## src/rtl/scale_mul_pkg.sv

```systemverilog
// rtl/scale_mul_pkg.sv - shared widths, result type and truncation helper for scale_mul_pipe
// Contents:
//   DEF_A_W/DEF_B_W/DEF_C_W  default operand / doubled / product field widths
//   PROD_W                   full product width for the default widths
//   MAX_W                    widest value the truncation helper handles
//   trunc_res_t              truncated value plus overflow flag
//   trunc_field()            truncate a full-width value to w bits, flag lost bits
package scale_mul_pkg;

    localparam int DEF_A_W = 3;
    localparam int DEF_B_W = 6;
    localparam int DEF_C_W = 6;
    localparam int PROD_W  = DEF_B_W + DEF_A_W;
    localparam int MAX_W   = (PROD_W > 32) ? PROD_W : 32;

    typedef struct packed {
        logic             ovf;
        logic [MAX_W-1:0] val;
    } trunc_res_t;

    // Unsigned truncation: val keeps the low w bits, ovf is set when any
    // higher bit was non-zero, i.e. full >= 2**w.
    function automatic trunc_res_t trunc_field(input logic [MAX_W-1:0] full, input int w);
        trunc_res_t       r;
        logic [MAX_W-1:0] mask;
        mask  = (MAX_W'(1) << w) - MAX_W'(1);
        r.val = full & mask;
        r.ovf = |(full & ~mask);
        return r;
    endfunction

endpackage

```

## src/rtl/pipe_reg_slice.sv

```systemverilog
// rtl/pipe_reg_slice.sv - single-entry valid/ready register slice
// Ports:
//   clk, rst        clock, asynchronous active-high reset
//   up_valid_i      upstream data valid
//   up_ready_o      slice can load this cycle (empty, or draining downstream)
//   up_data_i       upstream data
//   dn_valid_o      slice holds valid data
//   dn_ready_i      downstream accepts the held data
//   dn_data_o       held data
module pipe_reg_slice
    import scale_mul_pkg::*;
#(
    parameter int DW = 8
) (
    input  logic          clk,
    input  logic          rst,
    input  logic          up_valid_i,
    output logic          up_ready_o,
    input  logic [DW-1:0] up_data_i,
    output logic          dn_valid_o,
    input  logic          dn_ready_i,
    output logic [DW-1:0] dn_data_o
);

    logic          valid_q;
    logic [DW-1:0] data_q;
    logic          load_en;

    // Loads when empty or when the current entry leaves this same cycle.
    assign load_en    = !valid_q || dn_ready_i;
    assign up_ready_o = load_en;
    assign dn_valid_o = valid_q;
    assign dn_data_o  = data_q;

    always_ff @(posedge clk or posedge rst) begin
        if (rst) begin
            valid_q <= 1'b0;
            data_q  <= '0;
        end else if (load_en) begin
            valid_q <= up_valid_i;
            // Data only moves with a real beat so idle cycles leave it untouched.
            if (up_valid_i) begin
                data_q <= up_data_i;
            end
        end
    end

endmodule

```

## src/rtl/scale_mul_pipe.sv

```systemverilog
// rtl/scale_mul_pipe.sv - two-stage b = 2*a, c = b*a pipeline with valid/ready on both sides
// Ports:
//   clk, rst     clock, asynchronous active-high reset
//   in_valid     upstream operand valid
//   in_ready     operand accepted this cycle (combinational from out_ready)
//   in_a         operand a
//   out_valid    result valid
//   out_ready    downstream accepts result
//   out_b        2*a truncated to B_W
//   out_c        b*a truncated to C_W
//   out_ovf      2*a or b*a lost bits to truncation
//   busy         either stage occupied
module scale_mul_pipe
    import scale_mul_pkg::*;
#(
    parameter int A_W = DEF_A_W,
    parameter int B_W = DEF_B_W,
    parameter int C_W = DEF_C_W
) (
    input  logic           clk,
    input  logic           rst,
    input  logic           in_valid,
    output logic           in_ready,
    input  logic [A_W-1:0] in_a,
    output logic           out_valid,
    input  logic           out_ready,
    output logic [B_W-1:0] out_b,
    output logic [C_W-1:0] out_c,
    output logic           out_ovf,
    output logic           busy
);

    localparam int FULL_W = B_W + A_W;
    localparam int S1_W   = 1 + B_W + A_W;
    localparam int S2_W   = 1 + B_W + C_W;

    // Stage 1 input: {ovf1, b1, a1}
    logic [A_W:0]      dbl_a;
    trunc_res_t        s1_res;
    logic [S1_W-1:0]   s1_data_d;

    // Stage 1 output / stage 2 input
    logic              v1;
    logic              s2_en;
    logic [S1_W-1:0]   s1_data_q;
    logic              ovf1;
    logic [B_W-1:0]    b1;
    logic [A_W-1:0]    a1;
    logic [FULL_W-1:0] prod;
    trunc_res_t        s2_res;
    logic [S2_W-1:0]   s2_data_d;

    // Stage 2 output: {out_ovf, out_b, out_c}
    logic [S2_W-1:0]   s2_data_q;

    logic              unused_hi;

    assign dbl_a     = {in_a, 1'b0};
    assign s1_res    = trunc_field(MAX_W'(dbl_a), B_W);
    assign s1_data_d = {s1_res.ovf, s1_res.val[B_W-1:0], in_a};

    pipe_reg_slice #(.DW(S1_W)) u_s1 (
        .clk        (clk),
        .rst        (rst),
        .up_valid_i (in_valid),
        .up_ready_o (in_ready),
        .up_data_i  (s1_data_d),
        .dn_valid_o (v1),
        .dn_ready_i (s2_en),
        .dn_data_o  (s1_data_q)
    );

    assign {ovf1, b1, a1} = s1_data_q;

    // Product at full width so the overflow test sees every bit.
    assign prod      = FULL_W'(b1) * FULL_W'(a1);
    assign s2_res    = trunc_field(MAX_W'(prod), C_W);
    assign s2_data_d = {ovf1 | s2_res.ovf, b1, s2_res.val[C_W-1:0]};

    pipe_reg_slice #(.DW(S2_W)) u_s2 (
        .clk        (clk),
        .rst        (rst),
        .up_valid_i (v1),
        .up_ready_o (s2_en),
        .up_data_i  (s2_data_d),
        .dn_valid_o (out_valid),
        .dn_ready_i (out_ready),
        .dn_data_o  (s2_data_q)
    );

    assign {out_ovf, out_b, out_c} = s2_data_q;
    assign busy = v1 | out_valid;

    // Bits above the field are zero after masking; gathered so dropping them is explicit.
    assign unused_hi = ^{s1_res.val[MAX_W-1:B_W], s2_res.val[MAX_W-1:C_W]};

endmodule

```

## config.mk

```make
export PLATFORM = sky130hd
export DESIGN_NAME = scale_mul_pipe
export DESIGN_NICKNAME = d
export VERILOG_FILES = /design/src/rtl/scale_mul_pkg.sv /design/src/rtl/pipe_reg_slice.sv /design/src/rtl/scale_mul_pipe.sv
export SDC_FILE = /design/constraint.sdc
export NUM_CORES = 1
export LEC_CHECK = 0
export ABC_AREA = 1
export ABC_CLOCK_PERIOD_IN_PS = 1700
export CORE_MARGIN = 2
export CORE_UTILIZATION = 45
export DETAILED_ROUTE_END_ITERATION = 12
export PLACE_DENSITY = 0.8
export SLEW_MARGIN = 40
export SYNTH_ARGS = -nofsm -noshare
export SYNTH_HDL_FRONTEND = slang
export SYNTH_SLANG_ARGS = --single-unit
```

## constraint.sdc

```tcl
create_clock -name clk -period 1.7 [get_ports clk]
set_clock_uncertainty 0.15 [all_clocks]
set_input_delay 0.34 -clock clk [delete_from_list [all_inputs] [get_ports clk]]
set_output_delay 0.34 -clock clk [all_outputs]
set_load 0.01 [all_outputs]
```

; Word level (Yosys, flattened, before mapping)
; Index checks and enable logic that the tools add are counted.
[totals]
elab_cells = 13
register_bits = 17
in_bits = 7
[classes]
n_bitwise = 1
multipliers = 1
reduce_logical = 7
[op_table]
columns = operator, count
row1 = 3-bit by 3-bit multiplier with 6-bit output, 1
row2 = 2-bit AND reduction, 2
row3 = 3-bit OR reduction, 1
row4 = 1-bit zero test, 2
row5 = 1-bit logical OR, 2
row6 = 1-bit OR, 1

; Depth between registers and ports, before layout
[depth]
ltp_word = 4
mapped_depth = 8

; Hierarchy
; A second synthesis with hierarchy kept.
[hier_totals]
cells_unflattened = 176
hier_area_um2 = 1456.4
[by_module_without_submodules]
columns = mod, instances, seq_area_each_um2, area_each_um2, cells_each
row1 = pipe_reg_slice (u_s2), 1, 350.3, 578.1, 61
row2 = pipe_reg_slice (u_s1), 1, 275.3, 459.2, 49
row3 = scale_mul_pipe, 1, 0.0, 419.2, 66

; Worst setup path before layout
; Ideal clock, no wire load.
[synth_path]
path_type = flip-flop to output port
startpoint = register u_s2.valid_q, in the netlist u_s2.dn_valid_o
endpoint = output busy
arrival_time_ns = 0.764
slack_ns = 0.446
required_ns = 1.210
stages_incl_launch_ff = 2
path_cell_list = dfrtp_1 -> or2_2
[synth_via]
elab_chain_cells = 1
[synth_rtl]
columns = element, line
row1 = from (decl), pipe_reg_slice.sv:25  ; logic valid_q;
row2 = from (signal assigned), pipe_reg_slice.sv:40  ; valid_q <= up_valid_i;
row3 = 1-bit OR, scale_mul_pipe.sv:92  ; assign busy = v1 | out_valid;
row4 = to (decl), scale_mul_pipe.sv:30  ; output logic busy
; Every way passes these cells.

; Final worst setup path
[layout_path]
startpoint = input out_ready
endpoint = output in_ready
[layout_via]
elab_chain_cells = 2
[layout_rtl]
columns = element, line
row1 = from (decl), scale_mul_pipe.sv:26  ; input logic out_ready,
row2 = 1-bit logical OR (2 in a row), pipe_reg_slice.sv:30  ; assign load_en = !valid_q || dn_ready_i;
row3 = to (decl), scale_mul_pipe.sv:23  ; output logic in_ready,
; Every way passes these cells.

==> results.py <==
metrics = {
    "setup_path": {
        "criticalPathCategory": "input pin to primary output",
        "timing.critical_path.cells": "clkdlybuf4s50_1 > inv_2 > nand3_4 > clkdlybuf4s15_1",
        "end_kind": "primary output",
        "worstPathRequired_ns": 1.21,
        "slowest_delay_ns": 0.47,
        "crit_slowest_cell": "clkdlybuf4s50_1",
        "cp.arrival_ns": 1.15,
        "startpoint_type": "input pin",
        "worstPathMaxFanout": 2,
        "crit_family": "buffers and inverters",
        "crit_buf_inv": 3,
    },
    "timing": {
        "setup_viol": 0,
        "timing.final.crit_period_ns": 1.643,
        "tns_ns": 0,
        "fmax_ghz": 0.6087,
        "finalCritPeriodShare_pct": 96.63,
        "drv_slew": 0,
        "hold_viol": 0,
        "rsz0062_at_grt": "no",
    },
    "clocking": {
        "clk_path_buf_depth": 2,
        "ctsHtreeMaxLevel": 1,
        "cts_tree": "yes",
        "cts.sinks": 12,
        "cts_buffers": 3,
        "worstSkewPairLatency_ns": 0.27,
        "cts_hold_buf": 0,
        "clk_pin_slew_worst_paths_ns": 0.08,
        "cts-root-buf": "clkbuf_4",
    },
    "detailed_routing": {
        "wl_met2_um": 462,
        "vias": 481,
        "drtIter0Drc": 7,
        "dr_wl_met3_um": 71,
        "drt-total-wl_mm": 1.015,
        "drc": 0,
        "wl_per_cell_um": 9.486,
        "drtPass1Iterations": 4,
        "vias_per_cell": 4.495,
        "routed.top_layer": "met4",
        "antenna_left": 0,
        "wl_met1_um": 455,
    },
    "final_layout": {
        "final_cell_mix": "nand2_1, dfrtp_1, nand2_2, clkdlybuf4s50_1, inv_1",
        "finalNetCount": 101,
        "layout_commonest_cell": "nand2_1",
        "drive_gt1_share_pct": 28.26,
        "fin_area_um2": 844.6,
        "area_delta_synth_final_pct": 32.61,
        "antennaDiodeCount": 0,
    },
    "place": {
        "place_area_um2": 798.3,
        "numPortBuffers": 17,
        "dpl.hpwl_um": 740,
        "place_congestion": 0.7432,
    },
    "floorplan": {
        "rows": 13,
        "pin_count": 23,
        "start_util_pct": 48.34,
        "dieArea_um2": 1732,
        "die_height_um": 41.62,
        "core-area_um2": 1318,
        "die_w_um": 41.62,
    },
    "hold_path": {
        "hold_path_class": "input pin to asynchronous set/reset pin",
    },
    "power_and_ir_drop": {
        "power-per-cell-area_nw_per_um2": 1151,
        "cellLeakagePower_uw": 0.0004922,
        "vdd_drop_max_mv": 0.6705,
    },
    "logic_synthesis": {
        "yosysWarnings": 0,
        "seq_area_frac_synth_pct": 47.15,
        "synth.avg_cell_area_um2": 9.098,
        "syn_area_um2": 636.9,
        "yosysUniqueCellTypes": 13,
        "postSynthCellCount": 70,
        "ys_ff_latch": 12,
    },
    "global_routing": {
        "antenna_found_initial": 0,
        "grt_first_pass_wirelength_mm": 1.800,
        "grt-ovfl-total": 0,
        "grtUsageTotal_pct": 13.89,
        "grt_max_degree": 14,
        "grt_pass1_vias": 439,
    },
    "job": {
        "max-cap-violations": 0,
    },
    "run_status": {
        "status": "completed",
    },
}
## flip-flops by register name, summed over array words and instances (netlist names)
signal,count
u_s1.dn_data_o,3
u_s1.dn_valid_o,1
u_s2.dn_data_o,7
u_s2.dn_valid_o,1
## timing repair
action / 4_1_cts / 5_1_grt
gates resized for setup: 8 / 5
endpoints found under the setup margin: 4 / 6
setup buffers: 0 / 1
hold endpoints to repair: 0 / 0
pin swaps: 0 / 0
## per-layer routing
layer	track usage [%]	up-vias
met2	22.81	16
met5	0	-
met4	9.677	0
met1	15.60	216
li1	-	245
met3	3.478	4
## stage by stage
step	worst slack (ns)	std cells	utilization [%]	hold WS, ns	total power [uW]
floorplan	0.4456	74	-	0.05470	616.6
global placement	-0.2603	102	60.59	0.3162	755.0
detailed placement	-0.2654	102	60.59	0.3182	766.0
CTS	0.003571	106	62.68	0.2361	981.9
global route	0.001957	107	64.10	0.2687	1042
finish	0.05723	107	64.10	0.2179	972.3
## path summary, 6_finish.rpt
check,from,end,slack (ns),cells past startpoint
max,out_ready,in_ready,0.06,4
min,rst,u_s2.dn_data_o[5],0.22,2
min reg2reg,u_s2.dn_data_o[8],u_s2.dn_data_o[8],0.33,2
max reg2reg,u_s1.dn_data_o[2],u_s2.dn_data_o[5],0.44,8
min in group clk,u_s2.dn_data_o[8],u_s2.dn_data_o[8],0.33,2
max in group asynchronous,rst,u_s2.dn_data_o[12],0.87,2
## synth_stat cells (all sizes together)
cell | number | share of area, %
nand2 | 31 | 23
dfrtp | 12 | 47
inv | 8 | 4.7
buf | 7 | 10
nand3 | 5 | 5.9
o21ai | 4 | 5.5
conb | 1 | 0.59
ha | 1 | 2.0
or2 | 1 | 0.98
## worst reg2reg max path: cells and delay by family (launching register included)
kind	cells	cell delay (ns)
flops	1	0.44
fa+ha+maj	1	0.20
buf+inv	2	0.09
simple gates	5	0.32
## final cells by class
type,count,area [um2]
fillers,115,473.0
flip-flops and latches,12,300.3
multi-input cells,47,256.5
repair buffers,21,202.7
clock buffers,4,36.28
inverters,8,30.03
well taps,15,18.77
## report_power, final
part / switching (uW) / internal, uW
Clock: 97.1 / 130
Combinational: 167 / 181
Sequential: 47.4 / 350
Total: 311 / 661
## cells by family after synthesis
kind of cell               after synthesis  synth area share, %
AOI/OAI and AO/OA                        4                5.500
adders and majority gates                1                1.964
buffers and inverters                   15                14.93
DFF                                     12                47.15
other                                    1               0.5888
and+or+nand+nor                         37                29.86
Power figures use the tool's default switching activity.
